$ cat src/rtl/input_mapper.sv
// input_mapper
//   Merges PS/2 keyboard events and per-player joystick words into
//   per-player direction and start outputs. Directions pass through an
//   orientation rotation and optional opposing-direction cancellation.
//   Coin requests from any source become a pulse of at least COIN_MIN
//   cycles, followed by a lockout gap of COIN_MIN cycles.
//
// Ports
//   CLK       system clock, rising edge
//   RESET     asynchronous, active-high reset
//   ps2_key   [10] toggle, [9] pressed, [8:0] scancode (bit 8 = extended)
//   joystick  per-player words, bits R,L,D,U,coin,start1,start2
//   rot       orientation: 0 identity, 1 horz-CW, 2 flip, 3 horz-CCW
//   o_up/o_down/o_left/o_right  mapped directions, one bit per player
//   o_start   start button per player
//   o_coin    stretched coin pulse
//   key_evt   one-cycle strobe per decoded keyboard event
module input_mapper #(
  parameter int          NPLAYERS     = 2,
  parameter logic [15:0] COIN_MIN     = 16'd48000,
  parameter bit          SOCD_NEUTRAL = 1'b1
) (
  input  logic                    CLK,
  input  logic                    RESET,
  input  logic [10:0]             ps2_key,
  input  logic [16*NPLAYERS-1:0]  joystick,
  input  logic [1:0]              rot,
  output logic [NPLAYERS-1:0]     o_up,
  output logic [NPLAYERS-1:0]     o_down,
  output logic [NPLAYERS-1:0]     o_left,
  output logic [NPLAYERS-1:0]     o_right,
  output logic [NPLAYERS-1:0]     o_start,
  output logic                    o_coin,
  output logic                    key_evt
);

  typedef enum logic [1:0] {IDLE, ACTIVE, HOLD, GAP} coin_state_t;

  logic                toggle_q;
  logic                armed;
  logic [3:0]          key_dir;     // {U, D, L, R}
  logic [3:0]          key_start;
  logic                key_coin;

  logic [3:0]          mapped [NPLAYERS];
  logic [NPLAYERS-1:0] nxt_up, nxt_down, nxt_left, nxt_right, nxt_start;
  logic                any_s1, any_s2, raw_coin, coin_q;

  coin_state_t         state, nxt_state;
  logic [15:0]         cnt, nxt_cnt;

  // Rotate a {U,D,L,R} vector, then cancel opposing pairs if enabled.
  function automatic logic [3:0] map_dir(input logic [3:0] d, input logic [1:0] r);
    logic u, dn, l, rt, ou, od, ol, orr;
    {u, dn, l, rt} = d;
    case (r)
      2'd1:    {ou, od, ol, orr} = {l, rt, dn, u};
      2'd2:    {ou, od, ol, orr} = {dn, u, rt, l};
      2'd3:    {ou, od, ol, orr} = {rt, l, u, dn};
      default: {ou, od, ol, orr} = {u, dn, l, rt};
    endcase
    if (SOCD_NEUTRAL) begin
      if (ou && od) begin
        ou = 1'b0;
        od = 1'b0;
      end
      if (ol && orr) begin
        ol  = 1'b0;
        orr = 1'b0;
      end
    end
    return {ou, od, ol, orr};
  endfunction

  // Stage 0: keyboard event detection and key-state latches.
  // The first clock after reset only loads the toggle copy, so a toggle
  // that was already high when reset released is not seen as an event.
  always_ff @(posedge CLK or posedge RESET) begin
    if (RESET) begin
      toggle_q  <= 1'b0;
      armed     <= 1'b0;
      key_evt   <= 1'b0;
      key_dir   <= 4'b0;
      key_start <= 4'b0;
      key_coin  <= 1'b0;
    end else begin
      key_evt  <= 1'b0;
      toggle_q <= ps2_key[10];
      if (!armed) begin
        armed <= 1'b1;
      end else if (ps2_key[10] != toggle_q) begin
        key_evt <= 1'b1;
        case (ps2_key[7:0])
          8'h75: key_dir[3] <= ps2_key[9];
          8'h72: key_dir[2] <= ps2_key[9];
          8'h6B: key_dir[1] <= ps2_key[9];
          8'h74: key_dir[0] <= ps2_key[9];
          8'h05: if (!ps2_key[8]) key_start[0] <= ps2_key[9];
          8'h06: if (!ps2_key[8] && NPLAYERS > 1) key_start[1] <= ps2_key[9];
          8'h04: if (!ps2_key[8] && NPLAYERS > 2) key_start[2] <= ps2_key[9];
          8'h0C: if (!ps2_key[8] && NPLAYERS > 3) key_start[3] <= ps2_key[9];
          8'h03: if (!ps2_key[8]) key_coin <= ps2_key[9];
          default: ;
        endcase
      end
    end
  end

  always_comb begin
    any_s1   = 1'b0;
    any_s2   = 1'b0;
    raw_coin = key_coin;
    for (int p = 0; p < NPLAYERS; p++) begin
      any_s1   = any_s1   | joystick[16*p+5];
      any_s2   = any_s2   | joystick[16*p+6];
      raw_coin = raw_coin | joystick[16*p+4];
    end
    for (int p = 0; p < NPLAYERS; p++) begin
      // joystick nibble is {U,D,L,R}; only player 0 also sees the keyboard
      mapped[p]    = map_dir(joystick[16*p +: 4] | ((p == 0) ? key_dir : 4'b0), rot);
      nxt_up[p]    = mapped[p][3];
      nxt_down[p]  = mapped[p][2];
      nxt_left[p]  = mapped[p][1];
      nxt_right[p] = mapped[p][0];
      nxt_start[p] = key_start[p] | ((p == 0) ? any_s1 : (p == 1) ? any_s2 : 1'b0);
    end
  end

  // Stage 1: registered player outputs.
  always_ff @(posedge CLK or posedge RESET) begin
    if (RESET) begin
      o_up    <= '0;
      o_down  <= '0;
      o_left  <= '0;
      o_right <= '0;
      o_start <= '0;
    end else begin
      o_up    <= nxt_up;
      o_down  <= nxt_down;
      o_left  <= nxt_left;
      o_right <= nxt_right;
      o_start <= nxt_start;
    end
  end

  // Coin stretcher: raw level is registered once so a rising edge is
  // recognised only from IDLE; edges during a pulse or its gap are dropped.
  always_ff @(posedge CLK or posedge RESET) begin
    if (RESET) begin
      state  <= IDLE;
      cnt    <= 16'd0;
      coin_q <= 1'b0;
    end else begin
      state  <= nxt_state;
      cnt    <= nxt_cnt;
      coin_q <= raw_coin;
    end
  end

  always_comb begin
    nxt_state = state;
    nxt_cnt   = cnt;
    case (state)
      IDLE: begin
        if (raw_coin && !coin_q) begin
          nxt_state = ACTIVE;
          nxt_cnt   = COIN_MIN - 16'd1;
        end
      end
      ACTIVE: begin
        if (cnt == 16'd0) begin
          // Minimum width reached: keep high while the request lasts.
          if (raw_coin) begin
            nxt_state = HOLD;
          end else begin
            nxt_state = GAP;
            nxt_cnt   = COIN_MIN - 16'd1;
          end
        end else begin
          nxt_cnt = cnt - 16'd1;
        end
      end
      HOLD: begin
        if (!raw_coin) begin
          nxt_state = GAP;
          nxt_cnt   = COIN_MIN - 16'd1;
        end
      end
      default: begin
        if (cnt == 16'd0) nxt_state = IDLE;
        else              nxt_cnt   = cnt - 16'd1;
      end
    endcase
  end

  // Decoded straight from the state register so reset drops it at once.
  assign o_coin = (state == ACTIVE) || (state == HOLD);

endmodule

$ cat config.mk
export PLATFORM = sky130hd
export DESIGN_NAME = input_mapper
export DESIGN_NICKNAME = d
export VERILOG_FILES = /design/src/rtl/input_mapper.sv
export SDC_FILE = /design/constraint.sdc
export NUM_CORES = 1
export LEC_CHECK = 0
export ABC_CLOCK_PERIOD_IN_PS = 6300
export CAP_MARGIN = 40
export CORE_UTILIZATION = 32
export DETAILED_ROUTE_END_ITERATION = 16
export GPL_ROUTABILITY_DRIVEN = 0
export PLACE_DENSITY_LB_ADDON = 0.25
export SYNTH_ARGS = -nofsm -noshare
export SYNTH_HDL_FRONTEND = slang
export SYNTH_SLANG_ARGS = --single-unit
export TNS_END_PERCENT = 20
$ cat constraint.sdc
create_clock -name CLK -period 6.3 [get_ports CLK]
set_input_delay 1.26 -clock CLK [delete_from_list [all_inputs] [get_ports CLK]]
set_output_delay 1.26 -clock CLK [all_outputs]
set_load 0.005 [all_outputs]
==> impl_metrics.ini, run 1 <==
[detailed_routing]
avgRoutedWirePerCell_um = 14.11
drt-pass1-iter-count = 5
drt.antenna.violating_nets = 0
num_vias = 2172
vias_per_cell = 5.376
remaining_drc_errors = 0
wirelength_mm = 5.702
detailedRoute.firstIterationViolations = 181

[clocking]
cts_tree = yes
post_cts_hold_buffer_count = 0
cts.sinks = 39
worstSkewPairLatency_ns = 0.29
ctsHtreeMaxLevel = 2
cts_made_buffers = 5
cts.path.max_buffers = 2
clk_root_buf = sky130_fd_sc_hd__clkbuf_8
post-cts-setup-buffer-count = 0
worst_setup_hold_path_clk_slew_ns = 0.09
postCtsResizedCells = 0

[floorplanning]
initial_utilization = 0.3335
placement_rows = 31
die-width_um = 89.41
floorplan.die_area_mm2 = 0.007993
die_height_um = 89.41
design.portCount = 59
floorplan.core_area_mm2 = 0.007331

[finish]
finish.net_count = 357
flow.area_growth_from_synthesis_pct = 25.23
drive_above_1_share = 0.1049
insertedDiodeCount = 0

[placement]
numPortBuffers = 40
hpwl_mm = 4.167
dpl_worst_slack_ns = 2.811

[power_and_ir_drop]
ir_worst_vdd_uv = 108.1
finalPower_uw = 563.9
cellPowerDensity_mw_per_mm2 = 184.2
total_leakage_power_uw = 0.001263

[timing]
max_freq_mhz = 311.5
setup-tns-final_ns = 0
timing.final.max_slew_violations = 0
timing.clock.skew_ns = 0.01351
final_min_period_over_clock_period = 0.5096
slew_headroom = 0.3977
fin_hold_ws_ns = 0.4768
timing.final.crit_period_ns = 3.210
postLayoutSetupSlackWorst_ns = 3.090
grt_setup_unrepaired = false
final_hold_viol_count = 0
final-setup-viol-count = 0
worst-slew-pin-transition_ns = 0.8965

[logic_synthesis]
synth_seq_area_share = 0.3992
syn_avg_cell_area_um2 = 9.331
yosys-top-cells-area = sky130_fd_sc_hd__dfrtp_1, sky130_fd_sc_hd__mux2i_1, sky130_fd_sc_hd__a21oi_1, sky130_fd_sc_hd__mux2_2, sky130_fd_sc_hd__ha_1
yosysWarnings = 0
synth_area_mm2 = 0.002445
synthesized_netlist_net_count = 315
synth_cell_types = 53
post_synth_edffs = 0
async_flop_share = 1.000
netlist_instances = 262
synthFlopType = sky130_fd_sc_hd__dfrtp_1
post-synth-top-area-fraction = 0.3992
synth_top_cell_by_area = sky130_fd_sc_hd__dfrtp_1
synth_seq_cells = 39

[setup_path]
critical_path.max_fanout = 8
timing_worst_setup_path_type = primary input to flip-flop
worstSetupEndpointType = flip-flop
critical-path-max-stage-delay_ns = 0.73
worst_path_required_ns = 6.53
cp_slowest_cell = sky130_fd_sc_hd__nor3_1
crit_path_start_kind = primary input
critical_path_arrival_ns = 3.44
cell_breakdown_of_the_critical_path = clkdlybuf4s50_1 -> nor3_1 -> nor2_1 -> a211oi_1 -> o21ai_0 -> a21oi_1

[worst_hold_path]
worstHoldPathType = flip-flop to flip-flop

[grt]
globalRouteTotalUtil = 0.1598
grt_max_degree = 40
grt_antenna_before_repair = 0
globalRouteOverflowTotal = 0
grt_pass1_vias = 2142
grt_pass1_wl_mm = 9.860

[outcome]
outcome = finished clean

[run]
cap_viol_max_count = 0
==> layout by cell type, fill, tap and decap left out, types with 4 or more instances in the layout <==
| master | n |
|---|---|
| sky130_fd_sc_hd__o21ai_0 | 10 |
| sky130_fd_sc_hd__nor3_1 | 11 |
| sky130_fd_sc_hd__nand2_1 | 13 |
| sky130_fd_sc_hd__nand4_1 | 4 |
| sky130_fd_sc_hd__a21o_1 | 4 |
| sky130_fd_sc_hd__inv_1 | 16 |
| sky130_fd_sc_hd__nand3_1 | 11 |
| sky130_fd_sc_hd__a211oi_1 | 6 |
| sky130_fd_sc_hd__or4_1 | 5 |
| sky130_fd_sc_hd__clkdlybuf4s50_1 | 40 |
| sky130_fd_sc_hd__a21oi_1 | 22 |
| sky130_fd_sc_hd__or3_1 | 4 |
| sky130_fd_sc_hd__nor2_1 | 20 |
| sky130_fd_sc_hd__mux2_2 | 7 |
| sky130_fd_sc_hd__mux2i_1 | 13 |
| sky130_fd_sc_hd__ha_1 | 6 |
| sky130_fd_sc_hd__dfrtp_1 | 39 |
| sky130_fd_sc_hd__a31oi_1 | 4 |
| sky130_fd_sc_hd__or4_4 | 4 |
| sky130_fd_sc_hd__buf_4 | 5 |
| sky130_fd_sc_hd__clkbuf_8 | 5 |
| sky130_fd_sc_hd__nor4_1 | 6 |
==> routing by layer <==
metal,vias up,wire length [um],track usage,part of all wire
met2,57,2716,0.2637,0.48
met1,1041,2565,0.2034,0.45
li1,1068,-,-,-
met4,0,65,0.05051,0.011
met5,-,0,0,0
met3,6,355,0.04340,0.062
==> synth_stat cells (5+ instances only) <==
cell                       instances
sky130_fd_sc_hd__dfrtp_1          39
sky130_fd_sc_hd__a21oi_1          22
sky130_fd_sc_hd__nor2_1           20
sky130_fd_sc_hd__inv_1            16
sky130_fd_sc_hd__mux2i_1          13
sky130_fd_sc_hd__nand2_1          13
sky130_fd_sc_hd__nand3_1          11
sky130_fd_sc_hd__nor3_1           11
sky130_fd_sc_hd__o21ai_0          10
sky130_fd_sc_hd__mux2_2            7
sky130_fd_sc_hd__a211oi_1          6
sky130_fd_sc_hd__clkbuf_1          6
sky130_fd_sc_hd__ha_1              6
sky130_fd_sc_hd__nor4_1            6
sky130_fd_sc_hd__or4_1             5
==> report_power, final <==
group          leakage (uW)  switching (uW)  internal, uW
logic              0.000734            35.5          43.6
clock network     0.0000581            95.1           118
registers          0.000470            9.15           263
total               0.00126             140           424
==> metrics by stage <==
step / instance area, um^2 / cells / utilization
after floorplan: 2445 / 262 / -
after global placement: 2938 / 394 / 0.4008
after detailed placement: 2949 / 396 / 0.4023
after CTS: 3062 / 404 / 0.4176
after global routing: 3062 / 404 / 0.4176
final: 3062 / 404 / 0.4176
==> logic make-up after synthesis <==
family                   count (synthesis)  share of synthesized area
AND/OR/NAND/NOR                         95                     0.2180
other                                    1                   0.001534
AO/OA/AOI/OAI                           71                     0.2047
buffers and inverters                   27                    0.04964
multiplexers                            20                    0.08547
XOR/XNOR                                 3                    0.01075
flip-flops                              39                     0.3992
adder cells (fa/ha/maj)                  6                    0.03071
==> path summary, 6_finish.rpt <==
check / endpoint / cells after the start / startpoint / slack, ns
max reg2reg: cnt[12]$_DFFE_PP0P_ / 7 / cnt[0]$_DFFE_PP0P_ / 3.28
min in group asynchronous: coin_q$_DFF_PP0_ / 3 / RESET / 1.39
max in group asynchronous: cnt[6]$_DFFE_PP0P_ / 3 / RESET / 4.55
min: o_start[1]$_DFF_PP0_ / 1 / key_start[1]$_DFFE_PP0P_ / 0.48
min reg2reg: o_start[1]$_DFF_PP0_ / 1 / key_start[1]$_DFFE_PP0P_ / 0.48
max: cnt[9]$_DFFE_PP0P_ / 6 / joystick[20] / 3.09
==> sequential cells by signal, indices dropped and copies added, names as in the netlist <==
| register | cells |
|---|---|
| toggle_q | 1 |
| coin_q | 1 |
| o_up | 2 |
| state | 2 |
| key_coin | 1 |
| key_dir | 4 |
| o_right | 2 |
| cnt | 16 |
| o_start | 2 |
| key_evt | 1 |
| o_left | 2 |
| o_down | 2 |
| armed | 1 |
| key_start | 2 |
==> worst max-delay path, delay by kind of cell <==
family                 cells  cell delay [ns]
and+or+nand+nor            2             0.89
AOI/OAI and AO/OA          3             0.86
buffers and inverters      1             0.42
==> area by class of cell <==
| cell class | count | area [um^2] |
|---|---|---|
| clock buffer | 5 | 68.82 |
| clock inverter | 3 | 43.79 |
| fill | 700 | 4269 |
| inverter | 16 | 60.06 |
| multi-input combinational | 196 | 1348 |
| sequential | 39 | 975.9 |
| tap | 99 | 123.9 |
| timing repair buffer | 46 | 441.7 |
Power figures use the tool's default switching activity.
==> inputs of run 2 (changes only) <==
--- a/config.mk
+++ b/config.mk
@@ -5,7 +5,7 @@
 export SDC_FILE = /design/constraint.sdc
 export NUM_CORES = 1
 export LEC_CHECK = 0
-export ABC_CLOCK_PERIOD_IN_PS = 6300
+export ABC_CLOCK_PERIOD_IN_PS = 3200
 export CAP_MARGIN = 40
 export CORE_UTILIZATION = 32
 export DETAILED_ROUTE_END_ITERATION = 16
==> constraint.sdc (replaced) <==
create_clock -name CLK -period 3.2 [get_ports CLK]
set_input_delay 0.64 -clock CLK [delete_from_list [all_inputs] [get_ports CLK]]
set_output_delay 0.64 -clock CLK [all_outputs]
set_load 0.005 [all_outputs]
==> impl_metrics.ini, run 2 (synthesized netlist as in run 1, its figures left out) <==
[timing]
final_min_period_over_clock_period = 0.8539
postLayoutSetupSlackWorst_ns = 0.4677
slew_headroom = 0.5625
timing.final.crit_period_ns = 2.732
timing.final.max_slew_violations = 0
timing.clock.skew_ns = 0.01470
grt_setup_unrepaired = false
max_freq_mhz = 366.0
worst-slew-pin-transition_ns = 0.6512
final_hold_viol_count = 0
final-setup-viol-count = 0
setup-tns-final_ns = 0

[finish]
largest_register = cnt
final_common_cell = sky130_fd_sc_hd__clkdlybuf4s50_1
flow.area_growth_from_synthesis_pct = 26.51
finish.net_count = 363
layout_common_cells = sky130_fd_sc_hd__clkdlybuf4s50_1, sky130_fd_sc_hd__dfrtp_1, sky130_fd_sc_hd__a21oi_1
top_regs = cnt: 16 flops, key_dir: 4 flops
drive_above_1_share = 0.1222
layout.cells.non_filler = 410
largest_register_ff_count = 16
num-fill-cells = 751
insertedDiodeCount = 0

[worst_hold_path]
hold_path.startpoint = key_start[1]$_DFFE_PP0P_
worstHoldPathType = flip-flop to flip-flop

[detailed_routing]
drt.antenna.violating_nets = 0
drt-pass1-iter-count = 4
num_vias = 2172
remaining_drc_errors = 0
detailedRoute.firstIterationViolations = 164
vias_per_cell = 5.298
avgRoutedWirePerCell_um = 14.05
wirelength_mm = 5.762

[setup_path]
critical_path.max_fanout = 7
rr_startpoint = cnt[0]$_DFFE_PP0P_
critical_path_arrival_ns = 2.96
crit_path_start_kind = flip-flop
reg2reg_setup_slack_ns = 0.47
worstSetupEndpointType = flip-flop
launch_point_of_the_critical_path = cnt[0]$_DFFE_PP0P_
worst_path_required_ns = 3.43
timing_worst_setup_path_type = flip-flop to flip-flop

[grt]
grt_max_degree = 40
grt_antenna_before_repair = 0
grt_pass1_vias = 2114
globalRouteOverflowTotal = 0
grt_pass1_wl_mm = 9.936
globalRouteTotalUtil = 0.1613

[power_and_ir_drop]
power.combinational.fraction = 0.151
proportion_of_power_drawn_by_the_clock_network = 0.338
cellPowerDensity_mw_per_mm2 = 337.6
total_leakage_power_uw = 0.001285
power.share.switching = 0.2526
power_switching_uw = 263.8
p_int_uw = 780.5
power_frac_seq = 0.512
ir_worst_vdd_uv = 168.9

[clocking]
clk_root_buf = sky130_fd_sc_hd__clkbuf_8
cts_made_buffers = 5
postCtsResizedCells = 0
worstSkewPairLatency_ns = 0.30
cts.sinks = 39
post-cts-setup-buffer-count = 0
worst_setup_hold_path_clk_slew_ns = 0.09
ctsHtreeMaxLevel = 2
post_cts_hold_buffer_count = 0
cts_tree = yes
cts.path.max_buffers = 2

[floorplanning]
placement_rows = 31
floorplan.die_area_mm2 = 0.007993
design.portCount = 59
floorplan.core_area_mm2 = 0.007331
die_height_um = 89.41
die-width_um = 89.41
initial_utilization = 0.3335

[run]
cap_viol_max_count = 0

[placement]
dpl_worst_slack_ns = 0.5004
hpwl_mm = 4.251
numPortBuffers = 40
place_inst = 402

[outcome]
outcome = finished clean
==> run 2: cell count changes in the layout (fill, tap and decap cells not counted), sizes merged <==
cell	previous run	this run
buf	6	12
clkinv	2	1
clkbuf	5	7
bufinv	1	0
==> run 2: power groups by stage <==
| stage | sequential [uW] | combinational [uW] | clock [uW] |
|---|---|---|---|
| 2_1_floorplan | 542 | 77.9 | 0 |
| 5_1_grt | 538 | 176 | 391 |
| 6_report | 534 | 157 | 353 |
| 4_1_cts | 534 | 159 | 371 |
| 3_3_place_gp | 544 | 156 | 0 |
| 3_5_place_dp | 544 | 158 | 0 |
==> run 2: cell type report <==
class / instances / area [um^2] / area share
multi-input combinational: 196 / 1348 / 0.4357
tap: 99 / 123.9 / 0.04005
clock buffer: 7 / 86.33 / 0.02791
sequential: 39 / 975.9 / 0.3155
timing repair buffer: 52 / 490.5 / 0.1586
inverter: 16 / 60.06 / 0.01942
clock inverter: 1 / 8.758 / 0.002832
==> run 2: worst max-delay path, cell delays in order (launching register included) <==
cell and delay, ns:
sky130_fd_sc_hd__dfrtp_1 0.46, sky130_fd_sc_hd__inv_1 0.12, sky130_fd_sc_hd__ha_1 0.16, sky130_fd_sc_hd__or4b_1 0.55
sky130_fd_sc_hd__or4_4 0.59, sky130_fd_sc_hd__a211oi_1 0.43, sky130_fd_sc_hd__o21ai_0 0.19, sky130_fd_sc_hd__a21oi_1 0.17
==> run 2: per-stage QoR <==
stage	hold slack [ns]	area [um^2]	total power [uW]	utilization
3_5_place_dp	0.4610	2998	701.8	0.4089
6_report	0.4704	3093	1044	0.4219
2_1_floorplan	0.4329	2445	619.6	-
5_1_grt	0.5094	3093	1105	0.4219
3_3_place_gp	0.4634	2998	700.7	0.4089
4_1_cts	0.4811	3093	1064	0.4219
==> run 2: worst paths after layout <==
path / end / depth (start not counted)
min: o_start[1]$_DFF_PP0_ / 1
max in group asynchronous: cnt[8]$_DFFE_PP0P_ / 3
max: cnt[9]$_DFFE_PP0P_ / 7
max reg2reg: cnt[9]$_DFFE_PP0P_ / 7
min in group asynchronous: cnt[12]$_DFFE_PP0P_ / 3
min reg2reg: o_start[1]$_DFF_PP0_ / 1
==> run 2: per-layer routing <==
layer,part of all wire,track usage,vias up
li1,-,-,1082
met1,0.47,0.2086,1024
met2,0.46,0.2623,61
met3,0.058,0.04524,5
met4,0.0092,0.04906,0
met5,0,0,-
